**src/rtl/serial_adder_ctrl_pkg.sv**
```systemverilog
// Shared definitions for the bit-serial adder controller.
package serial_adder_ctrl_pkg;

    // Controller states: waiting for a request, shifting bits, presenting the result.
    typedef enum logic [1:0] {
        IDLE = 2'd0,
        RUN  = 2'd1,
        DONE = 2'd2
    } state_e;

    // Operand width used when the instantiating block does not override it.
    localparam int unsigned DEFAULT_WIDTH = 8;

endpackage : serial_adder_ctrl_pkg

```
**src/rtl/serial_adder_ctrl_fa.sv**
```systemverilog
// Single-bit full-adder cell; the only adder logic in the serial datapath.
module FA (
    input  logic x,
    input  logic y,
    input  logic cin,
    output logic sum,
    output logic cout
);

    // Sum is the three-input parity, carry is the three-input majority.
    always_comb begin
        sum  = x ^ y ^ cin;
        cout = (x & y) | (x & cin) | (y & cin);
    end

endmodule : FA

```
**src/rtl/serial_adder_ctrl.sv**
```systemverilog
// Bit-serial adder: one operand bit per cycle through a single full-adder cell,
// producing {cout,sum} = a + b + cin plus a two's-complement overflow flag.
module serial_adder_ctrl
    import serial_adder_ctrl_pkg::*;
#(
    parameter int unsigned WIDTH = DEFAULT_WIDTH
) (
    input  logic             clk,
    input  logic             rst_n,
    input  logic             start,
    input  logic [WIDTH-1:0] a,
    input  logic [WIDTH-1:0] b,
    input  logic             cin,
    output logic             busy,
    output logic             done,
    output logic [WIDTH-1:0] sum,
    output logic             cout,
    output logic             ovf
);

    localparam int unsigned     CNT_W    = (WIDTH > 1) ? $clog2(WIDTH) : 1;
    localparam logic [CNT_W-1:0] CNT_LAST = CNT_W'(WIDTH - 1);

    state_e           state_q, state_d;
    logic [WIDTH-1:0] a_q, a_d;
    logic [WIDTH-1:0] b_q, b_d;
    logic [WIDTH-1:0] sum_q, sum_d;
    logic             carry_q, carry_d;
    logic [CNT_W-1:0] cnt_q, cnt_d;
    logic             busy_q, busy_d;
    logic             done_q, done_d;
    logic             cout_q, cout_d;
    logic             ovf_q, ovf_d;

    logic             fa_sum;
    logic             fa_cout;

    // The one full-adder cell sees the operand LSBs and the running carry.
    FA u_fa (
        .x    (a_q[0]),
        .y    (b_q[0]),
        .cin  (carry_q),
        .sum  (fa_sum),
        .cout (fa_cout)
    );

    // Next-state and datapath update; everything holds unless a state says otherwise.
    always_comb begin
        state_d = state_q;
        a_d     = a_q;
        b_d     = b_q;
        sum_d   = sum_q;
        carry_d = carry_q;
        cnt_d   = cnt_q;
        cout_d  = cout_q;
        ovf_d   = ovf_q;

        case (state_q)
            IDLE: begin
                if (start) begin
                    state_d = RUN;
                    a_d     = a;
                    b_d     = b;
                    carry_d = cin;
                    cnt_d   = '0;
                end
            end
            RUN: begin
                a_d     = {1'b0, a_q[WIDTH-1:1]};
                b_d     = {1'b0, b_q[WIDTH-1:1]};
                sum_d   = {fa_sum, sum_q[WIDTH-1:1]};
                carry_d = fa_cout;
                if (cnt_q == CNT_LAST) begin
                    // MSB cycle: carry_q is the carry into the MSB, fa_cout the carry out.
                    state_d = DONE;
                    cnt_d   = '0;
                    cout_d  = fa_cout;
                    ovf_d   = carry_q ^ fa_cout;
                end else begin
                    cnt_d = cnt_q + CNT_W'(1);
                end
            end
            DONE: begin
                state_d = IDLE;
            end
            default: begin
                state_d = IDLE;
            end
        endcase

        busy_d = (state_d != IDLE);
        done_d = (state_d == DONE);
    end

    // Single state register for FSM, datapath and registered outputs.
    always_ff @(posedge clk or negedge rst_n) begin
        if (!rst_n) begin
            state_q <= IDLE;
            a_q     <= '0;
            b_q     <= '0;
            sum_q   <= '0;
            carry_q <= 1'b0;
            cnt_q   <= '0;
            busy_q  <= 1'b0;
            done_q  <= 1'b0;
            cout_q  <= 1'b0;
            ovf_q   <= 1'b0;
        end else begin
            state_q <= state_d;
            a_q     <= a_d;
            b_q     <= b_d;
            sum_q   <= sum_d;
            carry_q <= carry_d;
            cnt_q   <= cnt_d;
            busy_q  <= busy_d;
            done_q  <= done_d;
            cout_q  <= cout_d;
            ovf_q   <= ovf_d;
        end
    end

    assign busy = busy_q;
    assign done = done_q;
    assign sum  = sum_q;
    assign cout = cout_q;
    assign ovf  = ovf_q;

endmodule : serial_adder_ctrl

```
**config.mk**
```make
export PLATFORM = sky130hd
export DESIGN_NAME = serial_adder_ctrl
export DESIGN_NICKNAME = d
export VERILOG_FILES = /design/src/rtl/serial_adder_ctrl_pkg.sv /design/src/rtl/serial_adder_ctrl_fa.sv /design/src/rtl/serial_adder_ctrl.sv
export SDC_FILE = /design/constraint.sdc
export NUM_CORES = 1
export LEC_CHECK = 0
export ABC_AREA = 1
export CAP_MARGIN = 30
export CORE_AREA = 2 2 58 60
export CTS_CLUSTER_DIAMETER = 120
export CTS_CLUSTER_SIZE = 30
export DETAILED_ROUTE_END_ITERATION = 6
export DIE_AREA = 0 0 60 62
export PLACE_DENSITY = 0.79
export SLEW_MARGIN = 20
export SYNTH_ARGS = -nofsm -noshare
export SYNTH_HDL_FRONTEND = slang
export SYNTH_SLANG_ARGS = --single-unit
```
**constraint.sdc**
```tcl
create_clock -name clk -period 2 [get_ports clk]
set_clock_uncertainty 0.15 [all_clocks]
set_input_delay 0.5 -clock clk [delete_from_list [all_inputs] [get_ports clk]]
set_output_delay 0.5 -clock clk [all_outputs]
set_load 0.05 [all_outputs]
```
==> results_dict.tcl <==
set metrics [dict create \
    start_kind "register" \
    status "finished clean" \
    regArea_um2 850.8 \
    syn_avg_cell_area_um2 8.192 \
    hpwl_um 1970 \
    crit_fanout 3 \
    grt_max_degree 35 \
    cp.buffers_inverters 1 \
    dieArea_mm2 0.003720 \
    required_ps 1350 \
    finish.net_count 245 \
    clk_pin_slew_worst_paths_ps 100 \
    die_x_um 60 \
    core_area_mm2 0.003179 \
    layoutNonFillerInstCount 269 \
    rrSetupSlack_ps 540 \
    wirelength_um 2904 \
    hp-class "register to register" \
    floorplan.initialDensity 0.4896 \
    slowest_delay_ps 410 \
    max-vdd-ir-drop_v 0.0006690 \
    cp_cell_sequence "buf_4" \
    total_leakage_power_nw 1.031 \
    maxCapViolCount 0 \
    ys_ff_latch 34 \
    antenna_left 0 \
    setup_viol 0 \
    diodes 0 \
    power_density_mw_per_mm2 1568 \
    cts_hold_buffers 0 \
    num_rows 21 \
    synth_compound_area_frac 0.04100 \
    cts_resized 0 \
    synth_cells 190 \
    drcViolationCount 0 \
    routed-via-count 1280 \
    die_y_um 62 \
    grt_setup_unrepaired "no" \
    crit_slowest_cell "dfrtp_1" \
    area_growth_pct 23.71 \
    synth_fa_ha_area_frac 0.02894 \
    synthSimpleGateAreaFrac 0.3111 \
    worst_pin_slew_ps 415.8 \
    port-buffer-count 31 \
    yosys.area.top_type "dfrtp_1" \
    drt_iter0_drc 56 \
    syn-num-nets 213 \
    synth_top_family_by_area "simple AND/OR/NAND/NOR gates" \
    synth_area_mm2 0.001556 \
    place.gp.congestion 0.7436 \
    critPathTopFamily "flip-flops" \
    critPathCaptureType "output port" \
    synth_xor_xnor_area_share 0.005627 \
    yosys_warnings 0 \
    multi_input_area_um2 601.8 \
    vias_per_cell 4.758 \
    yosysUniqueCellTypes 18 \
    fill_cells 295 \
    wl_per_cell_um 10.80 \
    antenna_found_initial 0 \
    power_mw 3.020 \
    synth.area.top_cells "dfrtp_1 55%, nand2_1 24%, nand3_1 5.1%, o21ai_0 2.9%, buf_4 2.4%" \
    synth_top_area_share 0.5466 \
    numCtsBuffers 5 \
    grt_use_total 0.1820 \
    clock_sinks 34 \
    setup_tns_ps 0 \
    maxSlewViolCount 0 \
    ys_seq_area_frac 0.5466 \
    insertion_delay_ps 350 \
    grt_pass1_vias 1159 \
    hold_viol_final 0 \
    dr.pass1.iters 4 \
    clockBufferDepth 2 \
    grt_pass1_wl_um 4947 \
    synthMuxAreaShare 0 \
    max_freq_mhz 625.5 \
    worstSetupPathType "register to output port" \
    period_minus_slack_ps 1599 \
    grt_overflow_total 0 \
    arrival_ps 950 \
    relSlewSlack 0.7228 \
    pin_count 32 \
    drive_gt1_frac 0.1211 \
    cts_tree "yes" \
    cts_max_level 2 \
    placedCellCount 261 \
    postCtsSetupRepairBufs 0 \
    cts_root_buf "clkbuf_4" \
    fin_crit_sh 0.7993 \
]
cell usage after synthesis, drive strengths merged:
master,number
nand3,16
ha,2
xor2,1
inv,10
nor2,3
dfrtp,34
o21ai,12
fa,1
nand2,102
buf,9
state kept, by name, summed over array words and instances (netlist names), 2 cells and up:
register and count:
a_q 8, b_q 8, sum 8, cnt_q 3
state_q 2
kinds of logic (layout without fill, tap and decap cells):
logic type               count (synthesis)  count (layout)
XOR/XNOR                                 1               1
adder cells (fa/ha/maj)                  3               3
flip-flops                              34              34
AO/OA/AOI/OAI                           12              12
buffers and inverters                   19              52
AND/OR/NAND/NOR                        121             121
routing by layer:
metal	global-route usage	up-vias	share of wire
li1	-	647	-
met1	0.2413	590	0.48
met2	0.2764	38	0.44
met3	0.06211	5	0.061
met4	0.07302	0	0.015
met5	0	-	0
path summary, 6_finish.rpt:
kind	from	to	cells past startpoint
max	sum[6]	sum[6]	1
min	cnt_q[1]	cnt_q[1]	2
max reg2reg	carry_q	ovf	4
min reg2reg	cnt_q[1]	cnt_q[1]	2
max in group asynchronous	rst_n	state_q[0]	2
min in group asynchronous	rst_n	carry_q	2
metrics by stage:
stage	hold WS (ps)	worst slack, ps	utilization	instance area (um^2)
3_3_place_gp	312.2	251.5	0.5868	1866
5_1_grt	354.5	345.8	0.6057	1926
6_report	334.3	401.4	0.6057	1926
2_1_floorplan	54.41	610.3	-	1556
4_1_cts	338.8	402.3	0.6057	1926
3_5_place_dp	315.4	236.3	0.5868	1866
final cells by class:
cell class / instances / area share
flip-flops and latches: 34 / 0.4418
repair buffers: 34 / 0.1637
clock buffers: 7 / 0.02859
clock inverters: 1 / 0.002599
well taps: 46 / 0.02989
multi-input cells: 137 / 0.3125
inverters: 10 / 0.02079
power breakdown:
| part | switching [mW] | internal, mW |
|---|---|---|
| combinational | 0.985 | 0.492 |
| sequential | 0.167 | 0.978 |
| clock | 0.227 | 0.170 |
| total | 1.38 | 1.64 |
cell usage in the layout, fill, tap and decap left out, types with 2 or more instances in the layout:
| cell type | instances |
|---|---|
| nand2_1 | 101 |
| clkbuf_4 | 5 |
| o21ai_1 | 2 |
| ha_1 | 2 |
| nand3_1 | 16 |
| buf_4 | 14 |
| dfrtp_1 | 34 |
| inv_1 | 8 |
| nor2_1 | 2 |
| o21ai_0 | 9 |
| clkdlybuf4s50_1 | 19 |
No activity file was read; power rests on OpenSTA's default activity.
